<file path="config.mk">
export PLATFORM = sky130hd
export DESIGN_NAME = nx_stream_wrr_arbiter
export DESIGN_NICKNAME = d
export VERILOG_FILES = /design/src/rtl/nx_stream_wrr_arbiter.sv
export SDC_FILE = /design/constraint.sdc
export NUM_CORES = 1
export LEC_CHECK = 0
export CORE_MARGIN = 2
export CORE_UTILIZATION = 35
export CTS_CLUSTER_DIAMETER = 40
export CTS_CLUSTER_SIZE = 8
export DETAILED_ROUTE_END_ITERATION = 8
export GPL_TIMING_DRIVEN = 0
export PLACE_DENSITY_LB_ADDON = 0.12
export SLEW_MARGIN = 20
export SYNTH_ARGS = -nofsm -noshare
export SYNTH_HDL_FRONTEND = slang
export SYNTH_SLANG_ARGS = --single-unit
</file>
<file path="constraint.sdc">
create_clock -name i_clk -period 2.25 [get_ports i_clk]
set_input_delay 0.3375 -clock i_clk [delete_from_list [all_inputs] [get_ports i_clk]]
set_output_delay 0.3375 -clock i_clk [all_outputs]
set_load 0.01 [all_outputs]
</file>
<file path="src/rtl/nx_stream_wrr_arbiter.sv">
// nx_stream_wrr_arbiter: weighted round-robin scheduler merging several message streams into one registered stream
module nx_stream_wrr_arbiter #(
    parameter int STREAMS = 4,
    parameter int WEIGHT_WIDTH = 4,
    parameter int MESSAGE_WIDTH = 32,
    localparam int OW = (STREAMS > 1) ? $clog2(STREAMS) : 1
) (
    input  logic                             i_clk,
    input  logic                             i_rst_n,
    input  logic [STREAMS*WEIGHT_WIDTH-1:0]  i_weights,
    input  logic                             i_weight_load,
    input  logic [STREAMS*MESSAGE_WIDTH-1:0] i_inbound_data,
    input  logic [STREAMS-1:0]               i_inbound_valid,
    output logic [STREAMS-1:0]               o_inbound_ready,
    output logic [MESSAGE_WIDTH-1:0]         o_outbound_data,
    output logic                             o_outbound_valid,
    input  logic                             i_outbound_ready,
    output logic [OW-1:0]                    o_owner,
    output logic                             o_busy
);
    typedef enum logic {IDLE, SERVE} state_t;
    state_t state;
    logic [OW-1:0] ptr, owner, sel, idx, nxt_owner;
    logic [WEIGHT_WIDTH-1:0] credit;
    logic [STREAMS-1:0][WEIGHT_WIDTH-1:0] weights_q;
    logic [STREAMS-1:0][MESSAGE_WIDTH-1:0] data_a;
    logic found, can_accept, xfer;
    assign data_a = i_inbound_data;
    assign can_accept = !o_outbound_valid || i_outbound_ready;
    assign xfer = state == SERVE && i_inbound_valid[owner] && can_accept;
    assign nxt_owner = (owner == OW'(STREAMS - 1)) ? '0 : owner + 1'b1;
    assign o_inbound_ready = (state == SERVE && can_accept) ? STREAMS'(1) << owner : '0;
    assign o_owner = owner;
    assign o_busy = state == SERVE;
    // Scan downward so the candidate closest to ptr is the one left in sel.
    always_comb begin
        found = 1'b0;
        sel = ptr;
        idx = ptr;
        for (int k = STREAMS - 1; k >= 0; k--) begin
            idx = OW'((int'(ptr) + k) % STREAMS);
            if (i_inbound_valid[idx] && weights_q[idx] != '0) begin
                found = 1'b1;
                sel = idx;
            end
        end
    end
    always_ff @(posedge i_clk or negedge i_rst_n) begin
        if (!i_rst_n) begin
            state <= IDLE;
            ptr <= '0;
            owner <= '0;
            credit <= '0;
            weights_q <= {STREAMS{WEIGHT_WIDTH'(1)}};
            o_outbound_valid <= 1'b0;
            o_outbound_data <= '0;
        end else begin
            if (i_weight_load) weights_q <= i_weights;
            o_outbound_valid <= xfer || (o_outbound_valid && !i_outbound_ready);
            if (xfer) o_outbound_data <= data_a[owner];
            if (state == IDLE) begin
                if (found) begin
                    owner <= sel;
                    credit <= weights_q[sel];
                    state <= SERVE;
                end
            end else if (can_accept) begin
                credit <= xfer ? credit - WEIGHT_WIDTH'(1) : '0;
                if (!xfer || credit == WEIGHT_WIDTH'(1)) begin
                    state <= IDLE;
                    ptr <= nxt_owner;
                end
            end
        end
    end
endmodule

</file>
==> Word level (Yosys, flattened, before mapping) <==
Index checks and enable logic that the tools add are counted.
{ "totals": {"regBits": 58, "output_inout_bits": 40, "wordCells": 88} }
{ "op_classes": {"n_shift": 1, "muxes": 40, "n_lt_le_gt_ge": 6, "bitwise_logic": 1, "n_eq_ne": 3, "n_reduce_logical": 22, "n_addsub": 5} }
{ "op_table": {"columns": ["op", "n"], "rows": [
  ["$bmux 32 s2", 1],
  ["$bmux 4 s2", 5],
  ["$mux 4", 10],
  ["$mux 32", 1],
  ["$lt 2x3->1 const B", 6],
  ["$reduce_bool 4->1", 4],
  ["$mux 1", 13],
  ["$bmux 1 s2", 5],
  ["$mux 2", 5],
  ["$logic_and 1x1->1", 8],
  ["$add 2x1->2 const B", 2],
  ["$add 2x2->2 const B", 2],
  ["$eq 4x1->1 const B", 1],
  ["$reduce_and 2->1", 2],
  ["$shl 1x2->4 const A", 1],
  ["$sub 4x1->4 const B", 1],
  ["$logic_not 1->1", 3],
  ["$logic_or 1x1->1", 3],
  ["$reduce_and 3->1", 1],
  ["$eq 2x2->1 const B", 1],
  ["$ne 2x1->1 const B", 1],
  ["$reduce_bool 2->1", 1],
  ["$not 1->1", 1]
]} }

==> Longest topological paths before layout <==
{ "depth": {"ltp_word": 13, "mapped_depth": 8, "ltp_nobuf": 7} }

==> Worst setup path after synthesis <==
No wires, ideal clock.
{ "synth_path": {"path_type": "flip-flop to flip-flop", "startpoint": "register owner[0] (netlist: o_owner[0])", "endpoint": "register o_outbound_data[10]", "setup_slack_ns": 0.123, "period_less_slack_ns": 2.127, "t_arrival_ns": 2.003, "required_ns": 2.125, "setup_time_ns": 0.125, "path_stages_with_launch": 5, "path_cell_list": "dfrtp_1 buf_2 buf_1 mux4_2 mux2_2"} }
{ "synth_via": {"elab_chain_len": 4, "elab_cells_between_ends": 6} }
{ "synth_rtl": {"columns": ["element", "line_no", "rtl"], "rows": [
  ["start: declaration", "23", "logic [OW-1:0] ptr, owner, sel, idx, nxt_owner;"],
  ["start signal: assignment", "63", "owner <= sel;"],
  ["$bmux 1 s2", "30", "assign xfer = state == SERVE && i_inbound_valid[owner] && can_accept;"],
  ["$mux 1 (not written as such)", "30", null],
  ["$logic_and 1x1->1 (2 in a row)", "30", null],
  ["end signal: assignment", "60", "if (xfer) o_outbound_data <= data_a[owner];"],
  ["end: declaration", "15", "output logic [MESSAGE_WIDTH-1:0] o_outbound_data,"]
]} }
Several ways; a longest one is shown, not always the timed one. The select of a mux whose other input is x is not followed.
A chain may end at the register's enable or synchronous reset.

==> Final worst setup path <==
{ "layout_path": {"startpoint": "register weights_q[15] (netlist name)", "endpoint": "register credit[2]"} }
{ "layout_via": {"elab_chain_len": 12, "elab_cells_between_ends": 30} }
{ "layout_rtl": {"columns": ["element", "line_no", "rtl"], "rows": [
  ["start: declaration", "25", "logic [STREAMS-1:0][WEIGHT_WIDTH-1:0] weights_q;"],
  ["start signal: assignment", "54", "weights_q <= {STREAMS{WEIGHT_WIDTH'(1)}};"],
  ["start signal: assignment", "58", "if (i_weight_load) weights_q <= i_weights;"],
  ["$bmux 4 s2", "42", "if (i_inbound_valid[idx] && weights_q[idx] != '0) begin"],
  ["$mux 4 (not written as such)", "42", null],
  ["$reduce_bool 4->1", "42", null],
  ["$logic_and 1x1->1", "42", null],
  ["$mux 2 (4 in a row)", "42", null],
  ["$bmux 4 s2", "64", "credit <= weights_q[sel];"],
  ["$mux 4 (not written as such)", "64", null],
  ["$mux 4", "62", "if (found) begin"],
  ["$mux 4", "61", "if (state == IDLE) begin"],
  ["end signal: assignment", "64", null],
  ["end signal: assignment", "68", "credit <= xfer ? credit - WEIGHT_WIDTH'(1) : '0;"],
  ["end: declaration", "24", "logic [WEIGHT_WIDTH-1:0] credit;"]
]} }
Several ways; a longest one is shown, not always the timed one. The select of a mux whose other input is x is not followed.

==> summary.txt <==
Outcome
  – Outcome: finished with violations
  – Failing checks: negative setup slack

Pwr
  – Seq pwr share: 0.281
  – Combinational Power Share: 0.592
  – Int Power: between 4000 and 5000 µW
  – Leak Pwr: 0.00230 µW
  – Psw: 2110 µW
  – PwrDens: 1070 nW/µm²
  – Switching Fraction: 0.340
  – Clock Power Share: 0.127
  – Max IR drop VDD: between 0.5 and 0.6 mV

Placed design
  – Placed Area: roughly 5500 µm²
  – Hpwl dp: about 7700 µm
  – Post-Place Cells: 556
  – PortBufs: 190
  – Routability cong.: between 0.7 and 0.8

CTS
  – Skew-Pair Late Insertion Delay: 0.33 ns
  – H-Tree Depth: 3
  – Total CTS buffers: 9
  – TritonCTS clock tree: built
  – CTS root buf: clkbuf_8
  – Worst-path clk slew: approximately 0.070 ns
  – Clk sink count: 58
  – CTS max path bufs: 2

GRT
  – First-pass GRT wire length: 14400 µm
  – Vias in the first global route: a little under 3000
  – Largest net degree at the start of global routing: 35
  – Grt ovf: 0
  – GRT Resource Usage Total: 0.181
  – Initial antenna violation count: 0

STA
  – Max_slew headroom: 0.607
  – Tmin final: 2.28 ns
  – # setup viols final: 4
  – Final max-slew violation count: 0
  – Final Hold Vio Count: 0
  – Tcrit/Tclk final: 1.01
  – Max Clk Rate: around 0.44 GHz
  – Skew final: 0.00344 ns
  – RSZ-0062 raised after global routing: true
  – Setup_tns: -0.0932 ns
  – PnR worst setup slack: -0.0311 ns
  – Worst-Margin Slew: 0.590 ns

Route
  – Via density: 4.93
  – # DRC: 0
  – DR WL/cell: between 15 and 20 µm
  – Routed Antenna Nets: 0
  – Number of iterations in the first detailed-routing pass: 4
  – Routed WL: ~9500 µm
  – Vias: 2852
  – DR iter-0 viols: 62

Floorplan
  – Die width: 103 µm
  – Die area: 10600 µm²
  – Core area: between 9000 and 10000 µm²
  – Cell Rows: 36
  – Initial core utilization: 0.357
  – IO Pins: 192
  – Die H: 103 µm

Logic synthesis
  – Most frequent cells after synthesis: dfrtp_1 (54), mux2_2 (50), mux4_2 (33)
  – Async set-or-reset flop fraction in the synthesized netlist: 1.00
  – YS warnings: 0
  – Top-count cell post-synth: dfrtp_1
  – Avg Cell Area, Syn: 14.8 µm²
  – Number of synthesized flops with an enable pin: 0
  – Area contributors post-synth: dfrtp_1 (39%), mux4_2 (22%), mux2_2 (16%), mux2i_1 (3.5%), dfstp_2 (3.1%)
  – Mapped Nets: 390
  – Post-synthesis cell area: 3440 µm²
  – Area fraction of the dominant cell type after synthesis: 0.393
  – Syn Inst Count: 232
  – FF+latch count, synth: 58
  – Netlist cell types: 36
  – Ys flop type: dfrtp_1
  – Area leader, netlist: dfrtp_1
  – Seq/Total Area, Yosys: 0.423

Flow run
  – Max-cap violations: 0

Final layout
  – Final nets: 599
  – Final Instance Count excl. Fillers: 578
  – Finished layout cell area: 5780 µm²
  – Ant. Diodes: 0
  – Fin util: 0.600
  – Area Overhead vs Synth: 68.0%
  – Layout cell share with drive strength beyond 1: 0.292

Critical path
  – Worst setup EP type: register
  – CP startpoint: weights_q[15]
  – CP arrival: ~2.5 ns
  – Kind of critical path: register to register
  – R2r setup slk: -0.03 ns
  – Critical R2R Capture: credit[2]
  – Reg2Reg Depth: 8
  – Worst EP required: 2.46 ns
  – Setup crit start kind: register
  – R2R Path Start: weights_q[15]
  – Critical path fanouts, max: 5

Min path
  – Hold/Removal Path Class: input port to asynchronous set/reset pin
cell type report:
class                   instances  area [µm²]
fillers                       810        3860
repair buffers                198        1970
multi-input cells             152        1900
flip-flops and latches         58        1460
well taps                     133         166
clock buffers                  11         131
plain buffers                  17         119
clock inverters                 4        20.0
inverters                       5        18.8
stage by stage:
| step | hold slack (ns) | total power [µW] | setup slack (ns) |
|---|---|---|---|
| 2_1_floorplan | 0.0419 | 3870 | 0.123 |
| 3_3_place_gp | 0.488 | 5320 | -1.06 |
| 3_5_place_dp | 0.270 | 5360 | -0.513 |
| 4_1_cts | 0.460 | 6260 | 0.000622 |
| 5_1_grt | 0.481 | 6630 | -0.130 |
| 6_report | 0.456 | 6210 | -0.0311 |
repair_timing:
| item | in CTS | in global routing |
|---|---|---|
| setup endpoints to repair | 26 | 23 |
| resized for setup | 15 | 8 |
| hold buffers | 1 | 0 |
| hold endpoints to repair | 22 | 0 |
| pin swaps | 0 | 4 |
| cloned | 0 | 1 |
| setup buffers | 2 | 3 |
cell families (layout without fill, tap and decap cells):
kind of cell / count (synthesis) / in the layout / share of synthesized area
AO/OA/AOI/OAI: 21 / 21 / 0.0655
AND/OR/NAND/NOR: 30 / 30 / 0.0455
buffers and inverters: 22 / 235 / 0.0291
flip-flops: 58 / 58 / 0.423
adder cells (fa/ha/maj): 6 / 6 / 0.0218
multiplexers: 95 / 95 / 0.415
metal layers:
| metal | vias to the layer above | wire length [µm] | track usage |
|---|---|---|---|
| li1 | 1322 | - | - |
| met1 | 1402 | 3530 | 0.212 |
| met5 | - | 0 | 0 |
| met2 | 117 | 5060 | 0.313 |
| met3 | 11 | 767 | 0.0576 |
| met4 | 0 | 141 | 0.0607 |
flip-flops by register name, summed over array words and instances (netlist names):
| signal | cells |
|---|---|
| ptr | 2 |
| o_owner | 2 |
| o_outbound_valid | 1 |
| credit | 4 |
| o_outbound_data | 32 |
| weights_q | 16 |
| o_busy | 1 |
how the worst max path moves through the flow:
stage | to
after global placement | o_outbound_data[10]
after detailed placement | o_inbound_ready[0]
after global routing | credit[2]
final | credit[2]
after CTS | credit[2]
after floorplan | o_outbound_data[10]
layout by cell type (no fill, tap or decap), types with 2 or more instances in the layout:
cell type,Yosys,final
o41ai_4,3,3
buf_4,0,9
dfstp_2,4,4
clkdlybuf4s50_1,0,186
mux2i_2,0,2
mux4_2,33,33
dfrtp_1,54,54
nand2b_1,2,2
mux2_2,50,50
mux2i_1,12,10
nand2_1,5,5
and3_1,4,4
a221o_1,4,4
ha_1,6,6
o21ai_1,2,2
dlygate4sd2_1,0,3
clkbuf_1,5,7
clkinv_2,0,4
buf_2,8,4
clkbuf_8,0,9
buf_6,1,4
o21ai_0,3,3
nor2_1,11,10
inv_1,4,4
power groups by stage:
stage | Sequential [µW] | Combinational [µW] | Clock, µW
after global routing | 1800 | 3970 | 862
after CTS | 1750 | 3690 | 822
final | 1750 | 3680 | 787
after floorplan | 1890 | 1990 | 0
after global placement | 1750 | 3570 | 0
after detailed placement | 1770 | 3600 | 0
critical path: stages, from the launching register on:
cell and delay [ns]:
dfrtp_1 0.40, o41a_1 0.46, inv_2 0.11, a21oi_2 0.06, o211ai_1 0.29, buf_6 0.19
mux2i_2 0.22, mux2i_1 0.11, a221o_1 0.32
Power figures use the tool's default switching activity.
